===== src/rtl/rx_req_parser_pkg.sv =====
// Shared types and constants for the TRN receive request parser.
// Holds FSM states, header bundle, command-word field positions and the command builder.
package rx_req_parser_pkg;

   typedef enum logic [1:0] {
      IDLE    = 2'd0,
      HDR2    = 2'd1,
      PUSH    = 2'd2,
      DISCARD = 2'd3
   } state_e;

   localparam logic [1:0] US_CMD_CPL_TYPE  = 2'b01;
   localparam logic [1:0] US_CMD_CPLD_TYPE = 2'b10;

   localparam logic [6:0] MRD32 = 7'h00;
   localparam logic [6:0] MWR32 = 7'h40;

   localparam int CMD_ADDR    = 0;
   localparam int CMD_BE      = 6;
   localparam int CMD_TAG     = 14;
   localparam int CMD_RID     = 22;
   localparam int CMD_LEN     = 38;
   localparam int CMD_ATTR    = 48;
   localparam int CMD_EP      = 50;
   localparam int CMD_TD      = 51;
   localparam int CMD_TC      = 52;
   localparam int CMD_TYPE    = 62;
   localparam int CMD_ADDR_HI = 64;
   localparam int CMD_STAT    = 125;

   typedef struct packed {
      logic [2:0]  tc;
      logic        td;
      logic        ep;
      logic [1:0]  attr;
      logic [9:0]  len;
      logic [15:0] rid;
      logic [7:0]  tag;
      logic [7:0]  be;
   } hdr_t;

   // ur selects an unsupported-request completion instead of a read completion
   function automatic logic [127:0] make_cmd(
      input hdr_t        h,
      input logic [29:0] a,
      input logic        ur,
      input logic [5:0]  mask
   );
      logic [127:0] c;
      c = '0;
      c[CMD_TYPE +: 2]     = ur ? US_CMD_CPL_TYPE : US_CMD_CPLD_TYPE;
      c[CMD_STAT +: 3]     = ur ? 3'b001 : 3'b000;
      c[CMD_TC +: 3]       = h.tc;
      c[CMD_TD]            = h.td;
      c[CMD_EP]            = h.ep;
      c[CMD_ATTR +: 2]     = h.attr;
      c[CMD_LEN +: 10]     = h.len;
      c[CMD_RID +: 16]     = h.rid;
      c[CMD_TAG +: 8]      = h.tag;
      c[CMD_BE +: 8]       = h.be;
      c[CMD_ADDR +: 6]     = a[5:0] & mask;
      c[CMD_ADDR_HI +: 32] = {2'b00, a};
      return c;
   endfunction

endpackage


===== src/rtl/rx_req_parser_if.sv =====
// TRN receive bundle between the PCIe endpoint (master) and the parser (slave).
// Carries data, remainder, framing, discontinue, BAR hit and the sink-ready return.
interface rx_req_parser_if;
   logic [63:0] trn_rd;
   logic [7:0]  trn_rrem_n;
   logic        trn_rsof_n;
   logic        trn_reof_n;
   logic        trn_rsrc_rdy_n;
   logic        trn_rsrc_dsc_n;
   logic [6:0]  trn_rbar_hit_n;
   logic        trn_rdst_rdy_n;

   modport master (
      output trn_rd, trn_rrem_n, trn_rsof_n, trn_reof_n,
      output trn_rsrc_rdy_n, trn_rsrc_dsc_n, trn_rbar_hit_n,
      input  trn_rdst_rdy_n
   );

   modport slave (
      input  trn_rd, trn_rrem_n, trn_rsof_n, trn_reof_n,
      input  trn_rsrc_rdy_n, trn_rsrc_dsc_n, trn_rbar_hit_n,
      output trn_rdst_rdy_n
   );
endinterface


===== src/rtl/rx_req_parser.sv =====
// Decodes 1-DW MRd32/MWr32 TLPs from TRN: reads -> 128-bit FIFO command, writes -> reg strobe.
// Ports: clk, rst_n (sync, active-low), trn (TRN rx slave), us_cmd_fifo_*, reg_wr_*, drop_cnt_o.
// Option: define RX_UR_CPL_EN to emit UR completions for dropped non-posted requests.
module rx_req_parser
   import rx_req_parser_pkg::*;
#(
   parameter int BAR_INDEX    = 0,
   parameter int ADDR_DW_BITS = 6
) (
   input  logic                    clk,
   input  logic                    rst_n,
   rx_req_parser_if.slave          trn,
   input  logic                    us_cmd_fifo_full_i,
   output logic                    us_cmd_fifo_wr_en_o,
   output logic [127:0]            us_cmd_fifo_din_o,
   output logic                    reg_wr_en_o,
   output logic [ADDR_DW_BITS-1:0] reg_wr_addr_o,
   output logic [31:0]             reg_wr_data_o,
   output logic [3:0]              reg_wr_be_o,
   output logic [15:0]             drop_cnt_o
);

`ifdef RX_UR_CPL_EN
   localparam bit UrEn = 1'b1;
`else
   localparam bit UrEn = 1'b0;
`endif

   localparam logic [5:0] DwMask = 6'((7'd1 << ADDR_DW_BITS) - 7'd1);

   state_e      state_q, state_d;
   hdr_t        hdr_q, hdr_d, sof_hdr;
   logic        is_wr_q, is_wr_d;
   logic [29:0] addr_q, addr_d;
   logic [31:0] data_q, data_d;
   logic        tally_q, tally_d;
   logic        ur_q, ur_d;
   logic        wr_en_q, wr_en_d;
   logic [15:0] cnt_q, cnt_d;
   logic        rdy_n, push, drop;
   logic        src, sof, eof, dsc, qual;
   logic [6:0]  ft;
   logic        rrem_unused;

   assign src = !trn.trn_rsrc_rdy_n;
   assign sof = !trn.trn_rsof_n;
   assign eof = !trn.trn_reof_n;
   assign dsc = !trn.trn_rsrc_dsc_n;
   assign ft  = trn.trn_rd[62:56];
   assign rrem_unused = ^trn.trn_rrem_n;

   assign qual = (ft == MRD32 || ft == MWR32)
              && trn.trn_rd[41:32] == 10'd1
              && !trn.trn_rbar_hit_n[BAR_INDEX];

   always_comb begin
      sof_hdr.tc   = trn.trn_rd[54:52];
      sof_hdr.td   = trn.trn_rd[47];
      sof_hdr.ep   = trn.trn_rd[46];
      sof_hdr.attr = trn.trn_rd[45:44];
      sof_hdr.len  = trn.trn_rd[41:32];
      sof_hdr.rid  = trn.trn_rd[31:16];
      sof_hdr.tag  = trn.trn_rd[15:8];
      sof_hdr.be   = trn.trn_rd[7:0];
   end

   // tally_q marks a TLP whose loss must be counted; reset tails are not
   always_comb begin
      state_d = state_q;
      hdr_d   = hdr_q;
      is_wr_d = is_wr_q;
      addr_d  = addr_q;
      data_d  = data_q;
      tally_d = tally_q;
      ur_d    = ur_q;
      wr_en_d = 1'b0;
      rdy_n   = 1'b1;
      push    = 1'b0;
      drop    = 1'b0;
      unique case (state_q)
         IDLE: begin
            rdy_n = us_cmd_fifo_full_i;
            if (src && !us_cmd_fifo_full_i) begin
               if (sof) begin
                  hdr_d   = sof_hdr;
                  is_wr_d = (ft == MWR32);
                  tally_d = 1'b1;
                  ur_d    = 1'b0;
                  if (qual) begin
                     state_d = HDR2;
                  end else begin
                     ur_d = UrEn && !trn.trn_rd[62];
                     if (eof) begin
                        drop = 1'b1;
                        if (ur_d) begin
                           state_d = PUSH;
                           tally_d = 1'b0;
                        end
                     end else begin
                        state_d = DISCARD;
                     end
                  end
               end else begin
                  tally_d = 1'b0;
                  ur_d    = 1'b0;
                  if (!eof) state_d = DISCARD;
               end
            end
         end
         HDR2: begin
            rdy_n = 1'b0;
            if (src) begin
               addr_d = trn.trn_rd[63:34];
               if (is_wr_q) data_d = trn.trn_rd[31:0];
               if (!eof) begin
                  state_d = DISCARD;
               end else if (is_wr_q) begin
                  wr_en_d = 1'b1;
                  state_d = IDLE;
               end else begin
                  state_d = PUSH;
               end
            end
         end
         PUSH: begin
            if (!us_cmd_fifo_full_i) begin
               push    = 1'b1;
               state_d = IDLE;
            end
         end
         DISCARD: begin
            rdy_n = 1'b0;
            if (src && eof) begin
               drop = tally_q;
               if (tally_q && ur_q) begin
                  state_d = PUSH;
                  tally_d = 1'b0;
               end else begin
                  state_d = IDLE;
               end
            end
         end
         default: state_d = IDLE;
      endcase
      if (dsc && state_q != IDLE) begin
         state_d = IDLE;
         wr_en_d = 1'b0;
         push    = 1'b0;
         ur_d    = 1'b0;
         drop    = tally_q;
      end
      cnt_d = cnt_q;
      if (drop && cnt_q != 16'hFFFF) cnt_d = cnt_q + 16'd1;
   end

   always_ff @(posedge clk) begin
      if (!rst_n) begin
         state_q <= IDLE;
         hdr_q   <= '0;
         is_wr_q <= 1'b0;
         addr_q  <= '0;
         data_q  <= '0;
         tally_q <= 1'b0;
         ur_q    <= 1'b0;
         wr_en_q <= 1'b0;
         cnt_q   <= '0;
      end else begin
         state_q <= state_d;
         hdr_q   <= hdr_d;
         is_wr_q <= is_wr_d;
         addr_q  <= addr_d;
         data_q  <= data_d;
         tally_q <= tally_d;
         ur_q    <= ur_d;
         wr_en_q <= wr_en_d;
         cnt_q   <= cnt_d;
      end
   end

   assign trn.trn_rdst_rdy_n = !rst_n || rdy_n;
   assign us_cmd_fifo_wr_en_o = rst_n && push;
   assign us_cmd_fifo_din_o   = (rst_n && push) ? make_cmd(hdr_q, addr_q, ur_q, DwMask) : '0;
   assign reg_wr_en_o   = wr_en_q;
   assign reg_wr_addr_o = addr_q[ADDR_DW_BITS-1:0];
   assign reg_wr_data_o = data_q;
   assign reg_wr_be_o   = hdr_q.be[3:0];
   assign drop_cnt_o    = cnt_q;

endmodule


===== src/flat_wrapper.sv =====
// flat-port wrapper written by rule: the top's interface ports become plain ports
module rx_req_parser_flat import rx_req_parser_pkg::*;
#(
   parameter int BAR_INDEX    = 0,
   parameter int ADDR_DW_BITS = 6
)
  (clk, rst_n, us_cmd_fifo_full_i, us_cmd_fifo_wr_en_o, us_cmd_fifo_din_o, reg_wr_en_o, reg_wr_addr_o, reg_wr_data_o, reg_wr_be_o, drop_cnt_o, trn_trn_rd, trn_trn_rrem_n, trn_trn_rsof_n, trn_trn_reof_n, trn_trn_rsrc_rdy_n, trn_trn_rsrc_dsc_n, trn_trn_rbar_hit_n, trn_trn_rdst_rdy_n);
  rx_req_parser_if trn_i ();
  input  logic clk;
  input  logic rst_n;
  input  logic us_cmd_fifo_full_i;
  output logic us_cmd_fifo_wr_en_o;
  output logic [127:0] us_cmd_fifo_din_o;
  output logic reg_wr_en_o;
  output logic [ADDR_DW_BITS-1:0] reg_wr_addr_o;
  output logic [31:0] reg_wr_data_o;
  output logic [3:0] reg_wr_be_o;
  output logic [15:0] drop_cnt_o;
  input wire logic [$bits(trn_i.trn_rd)-1:0] trn_trn_rd;
  input wire logic [$bits(trn_i.trn_rrem_n)-1:0] trn_trn_rrem_n;
  input wire logic [$bits(trn_i.trn_rsof_n)-1:0] trn_trn_rsof_n;
  input wire logic [$bits(trn_i.trn_reof_n)-1:0] trn_trn_reof_n;
  input wire logic [$bits(trn_i.trn_rsrc_rdy_n)-1:0] trn_trn_rsrc_rdy_n;
  input wire logic [$bits(trn_i.trn_rsrc_dsc_n)-1:0] trn_trn_rsrc_dsc_n;
  input wire logic [$bits(trn_i.trn_rbar_hit_n)-1:0] trn_trn_rbar_hit_n;
  output wire logic [$bits(trn_i.trn_rdst_rdy_n)-1:0] trn_trn_rdst_rdy_n;
  assign trn_i.trn_rd = trn_trn_rd;
  assign trn_i.trn_rrem_n = trn_trn_rrem_n;
  assign trn_i.trn_rsof_n = trn_trn_rsof_n;
  assign trn_i.trn_reof_n = trn_trn_reof_n;
  assign trn_i.trn_rsrc_rdy_n = trn_trn_rsrc_rdy_n;
  assign trn_i.trn_rsrc_dsc_n = trn_trn_rsrc_dsc_n;
  assign trn_i.trn_rbar_hit_n = trn_trn_rbar_hit_n;
  assign trn_trn_rdst_rdy_n = trn_i.trn_rdst_rdy_n;
  rx_req_parser #(.BAR_INDEX(BAR_INDEX), .ADDR_DW_BITS(ADDR_DW_BITS)) u_core (.clk(clk), .rst_n(rst_n), .trn(trn_i), .us_cmd_fifo_full_i(us_cmd_fifo_full_i), .us_cmd_fifo_wr_en_o(us_cmd_fifo_wr_en_o), .us_cmd_fifo_din_o(us_cmd_fifo_din_o), .reg_wr_en_o(reg_wr_en_o), .reg_wr_addr_o(reg_wr_addr_o), .reg_wr_data_o(reg_wr_data_o), .reg_wr_be_o(reg_wr_be_o), .drop_cnt_o(drop_cnt_o));
endmodule

===== config.mk =====
export PLATFORM = sky130hd
export DESIGN_NAME = rx_req_parser_flat
export DESIGN_NICKNAME = d
export VERILOG_FILES = /design/src/rtl/rx_req_parser_pkg.sv /design/src/rtl/rx_req_parser_if.sv /design/src/rtl/rx_req_parser.sv /design/src/flat_wrapper.sv
export SDC_FILE = /design/constraint.sdc
export NUM_CORES = 1
export LEC_CHECK = 0
export ABC_AREA = 1
export BUFFER_PORTS_ARGS = -buffer_cell sky130_fd_sc_hd__buf_2
export CAP_MARGIN = 30
export CELL_PAD_IN_SITES_DETAIL_PLACEMENT = 0
export CELL_PAD_IN_SITES_GLOBAL_PLACEMENT = 1
export CORE_ASPECT_RATIO = 1.4
export CORE_MARGIN = 2
export CORE_UTILIZATION = 32
export DETAILED_ROUTE_END_ITERATION = 8
export PLACE_DENSITY = 0.88
export SLEW_MARGIN = 15
export SYNTH_ARGS = -nofsm -noshare
export SYNTH_HDL_FRONTEND = slang
export SYNTH_SLANG_ARGS = --single-unit
export TNS_END_PERCENT = 100

===== constraint.sdc =====
create_clock -name clk -period 2 [get_ports clk]
set_input_delay 0.3 -clock clk [delete_from_list [all_inputs] [get_ports clk]]
set_output_delay 0.3 -clock clk [all_outputs]
set_load 0.01 [all_outputs]

==> results_dict.tcl <==
set metrics [dict create \
    final_cells 1319 \
    final-max-slew-violation-count 0 \
    wl_met1_um 6670 \
    max_slew.worst_pin.slew_ns 0.534 \
    numPortBuffers 218 \
    synth-edff-count 0 \
    grt_usage_pct 16.5 \
    clock-skew-final_ns 0.00848 \
    worstSetupPathType "flop to output port" \
    routed-wl-met2_um 9060 \
    grt_setup_unrepaired "yes" \
    postSynth.asyncResetShare_pct 0 \
    yosys_warnings 0 \
    finalSetupViolCount 85 \
    io-pin-count 275 \
    maxCapViolations 0 \
    rows 59 \
    cts-hold-fix-buffers 0 \
    relSlewSlack_pct 64.4 \
    power.density_cell_area_nw_per_um2 902 \
    fin_setup_tns_ns -15.03 \
    cp.arrival_ns 1.94 \
    irDropWorstVdd_v 0.000506 \
    viasPerCell 4.44 \
    routed-wl-met3_um 953 \
    placedInstanceArea_um2 7340 \
    first_global_vias 5308 \
    hold_viol_final 0 \
    worst_hold_path.num_cells 3 \
    critical_path_required_ns 1.70 \
    routed_wl_um 17200 \
    timing.critical_path.from_type "flop" \
    routed-via-count 5858 \
    power.leakage_uw 0.00360 \
    initial_antenna_violation_count 2 \
    post_synth_inst_count 858 \
    cts_htree_levels 4 \
    worst_slack_ns -0.238 \
    status "complete, but fails checks" \
    die_w_um 121 \
    die_area_um2 20300 \
    top_layer_used "met4" \
    grt_start_max_net_pins 114 \
    cts_tree "yes" \
    yosys_register_bits 132 \
    filler_cell_count 1981 \
    wl_per_cell_um 13.0 \
    clk_pin_slew_ns 0.06 \
    rrSetupSlack_ns 0.18 \
    maximum_fanout_along_the_worst_path 7 \
    clock_latency_ns 0.41 \
    synth_cell_type_count 34 \
    drc_errors 0 \
    sequential_area_share_after_synthesis_pct 43.1 \
    post_route_cell_area_um2 8150 \
    tritoncts.num_buffers 17 \
    place.gp.congestion 0.850 \
    max_freq_ghz 0.447 \
    clock-root-buffer "clkbuf_16" \
    number_of_instances_in_the_placed_design 1281 \
    post_synth_design_cell_area_um2 6130 \
    violations_in_the_final_reports "negative setup slack" \
    critPathCaptureType "output port" \
    clock_sink_count 132 \
    fin_crit_sh_pct 112 \
    antenna_violating_nets_post_route 0 \
    final.min_clock_period_ns 2.24 \
    ys_dominant_reg_cell "dfxtp_1" \
    die-height_um 168 \
    worst_hold_path_type "primary input to flop" \
    hpwlAfterDp_um 12000 \
    area_growth_from_synthesis_to_final_layout_pct 33.0 \
    grt_remaining_overflow 0 \
    dr.first_iter.drc_count 269 \
    r2r_cells 10 \
    core_area_um2 18700 \
    clockBufferDepth 2 \
    drtPass1Iterations 4 \
    syn_avg_cell_area_um2 7.14 \
    grt_first_pass_wirelength_um 26500 \
    nets 1153 \
    start_util_pct 32.8 \
    drive_gt1_share_pct 30.8 \
]
-- worst paths after layout --
| check | from | endpoint |
|---|---|---|
| worst max register to register | u_core.state_q[0] | u_core.drop_cnt_o[3] |
| worst max-delay path | u_core.state_q[0] | us_cmd_fifo_din_o[38] |
| worst min-delay path | trn_trn_rd[31] | u_core.reg_wr_data_o[31] |
| worst min register to register | u_core.hdr_q[22] | u_core.hdr_q[22] |
-- cell families after synthesis --
kind of cell    share of synthesized area, %
simple gates                            18.8
compound gates                          18.6
buf+inv                                 16.9
flops                                   43.1
xor+xnor                                1.29
fa+ha+maj                               1.23
other cells                           0.0612
-- cell usage after synthesis, types with 2 or more instances --
library cell	instances	share of area, %
nand2_1	59	3.6
inv_1	103	6.3
a21oi_2	9	1.3
o21ai_0	115	9.4
a21oi_1	90	7.4
nor2_2	2	0.20
buf_2	5	0.41
xnor2_1	5	0.71
nor2_1	172	11
nand3_1	26	2.1
ha_1	6	1.2
dfxtp_1	132	43
buf_1	2	0.12
or2_1	2	0.20
buf_4	59	7.2
nor3_1	6	0.49
xor2_1	4	0.57
o211ai_1	2	0.24
inv_2	3	0.18
nand4_1	4	0.41
clkbuf_1	39	2.4
-- state kept, by name (all words and copies together), names as in the netlist --
signal	flops
u_core.reg_wr_data_o	32
u_core.addr_q	30
u_core.tally_q	1
u_core.reg_wr_en_o	1
u_core.state_q	2
u_core.reg_wr_be_o	4
u_core.is_wr_q	1
u_core.hdr_q	45
u_core.drop_cnt_o	16
-- critical path, cell delays in order (launching register included) --
cell and delay [ns]:
dfxtp_2 0.32, inv_2 0.08, buf_4 0.12, ha_2 0.16, inv_2 0.04, nor3_4 0.22
inv_4 0.09, bufbuf_16 0.28, nor2_1 0.07, buf_2 0.13
-- power by group --
| group | total [uW] | internal (uW) | switching (uW) |
|---|---|---|---|
| clock | 3160 | 1970 | 1190 |
| sequential | 2940 | 2870 | 70.8 |
| combinational | 1250 | 475 | 775 |
| total | 7350 | 5310 | 2040 |
-- layer usage --
metal / global-route usage (%) / up-vias
met5: 0 / -
met1: 17.3 / 2627
met2: 30.4 / 178
met4: 7.79 / 0
met3: 3.71 / 33
li1: - / 3020
-- metrics by stage --
step / hold WS (ns) / power [uW] / worst slack, ns / utilization (%)
after global routing: 0.151 / 7740 / -0.359 / 43.6
after global placement: 0.439 / 4090 / 0.0909 / 39.3
final: 0.148 / 7350 / -0.238 / 43.6
after CTS: 0.127 / 7400 / -0.266 / 43.3
after detailed placement: 0.443 / 4110 / 0.0850 / 39.3
after floorplan: 0.430 / 3820 / 0.0338 / -
-- placed cells by master, fill, tap and decap left out, drive strengths merged --
cell,n
buf,248
nor2,174
dfxtp,132
o21ai,116
inv,107
a21oi,99
nand2,61
conb,42
nand3,27
clkbuf,21
nor3,7
ha,6
xnor2,5
clkinvlp,5
nand4,4
xor2,4
clkinv,3
diode,2
o211ai,2
or2,2
bufinv,2
nand3b,2
nor2b,1
o22ai,1
a31oi,1
bufbuf,1
-- layout make-up --
type,instances,area [um^2],area share (%)
Inverter,107,407,4.99
Clock inverter,10,124,1.52
Timing Repair Buffer,249,1480,18.1
Clock buffer,21,480,5.90
Antenna cell,2,5.00,0.0614
Sequential cell,132,2650,32.5
Tap cell,244,305,3.75
Multi-Input combinational cell,554,2710,33.2
-- timing repair --
action	CTS	global route
setup endpoints to repair	88	89
pin swaps	1	0
resized for setup	28	17
cloned	1	0
buffers inserted	4	2
Note: power is estimated with default switching activity, not from simulation.
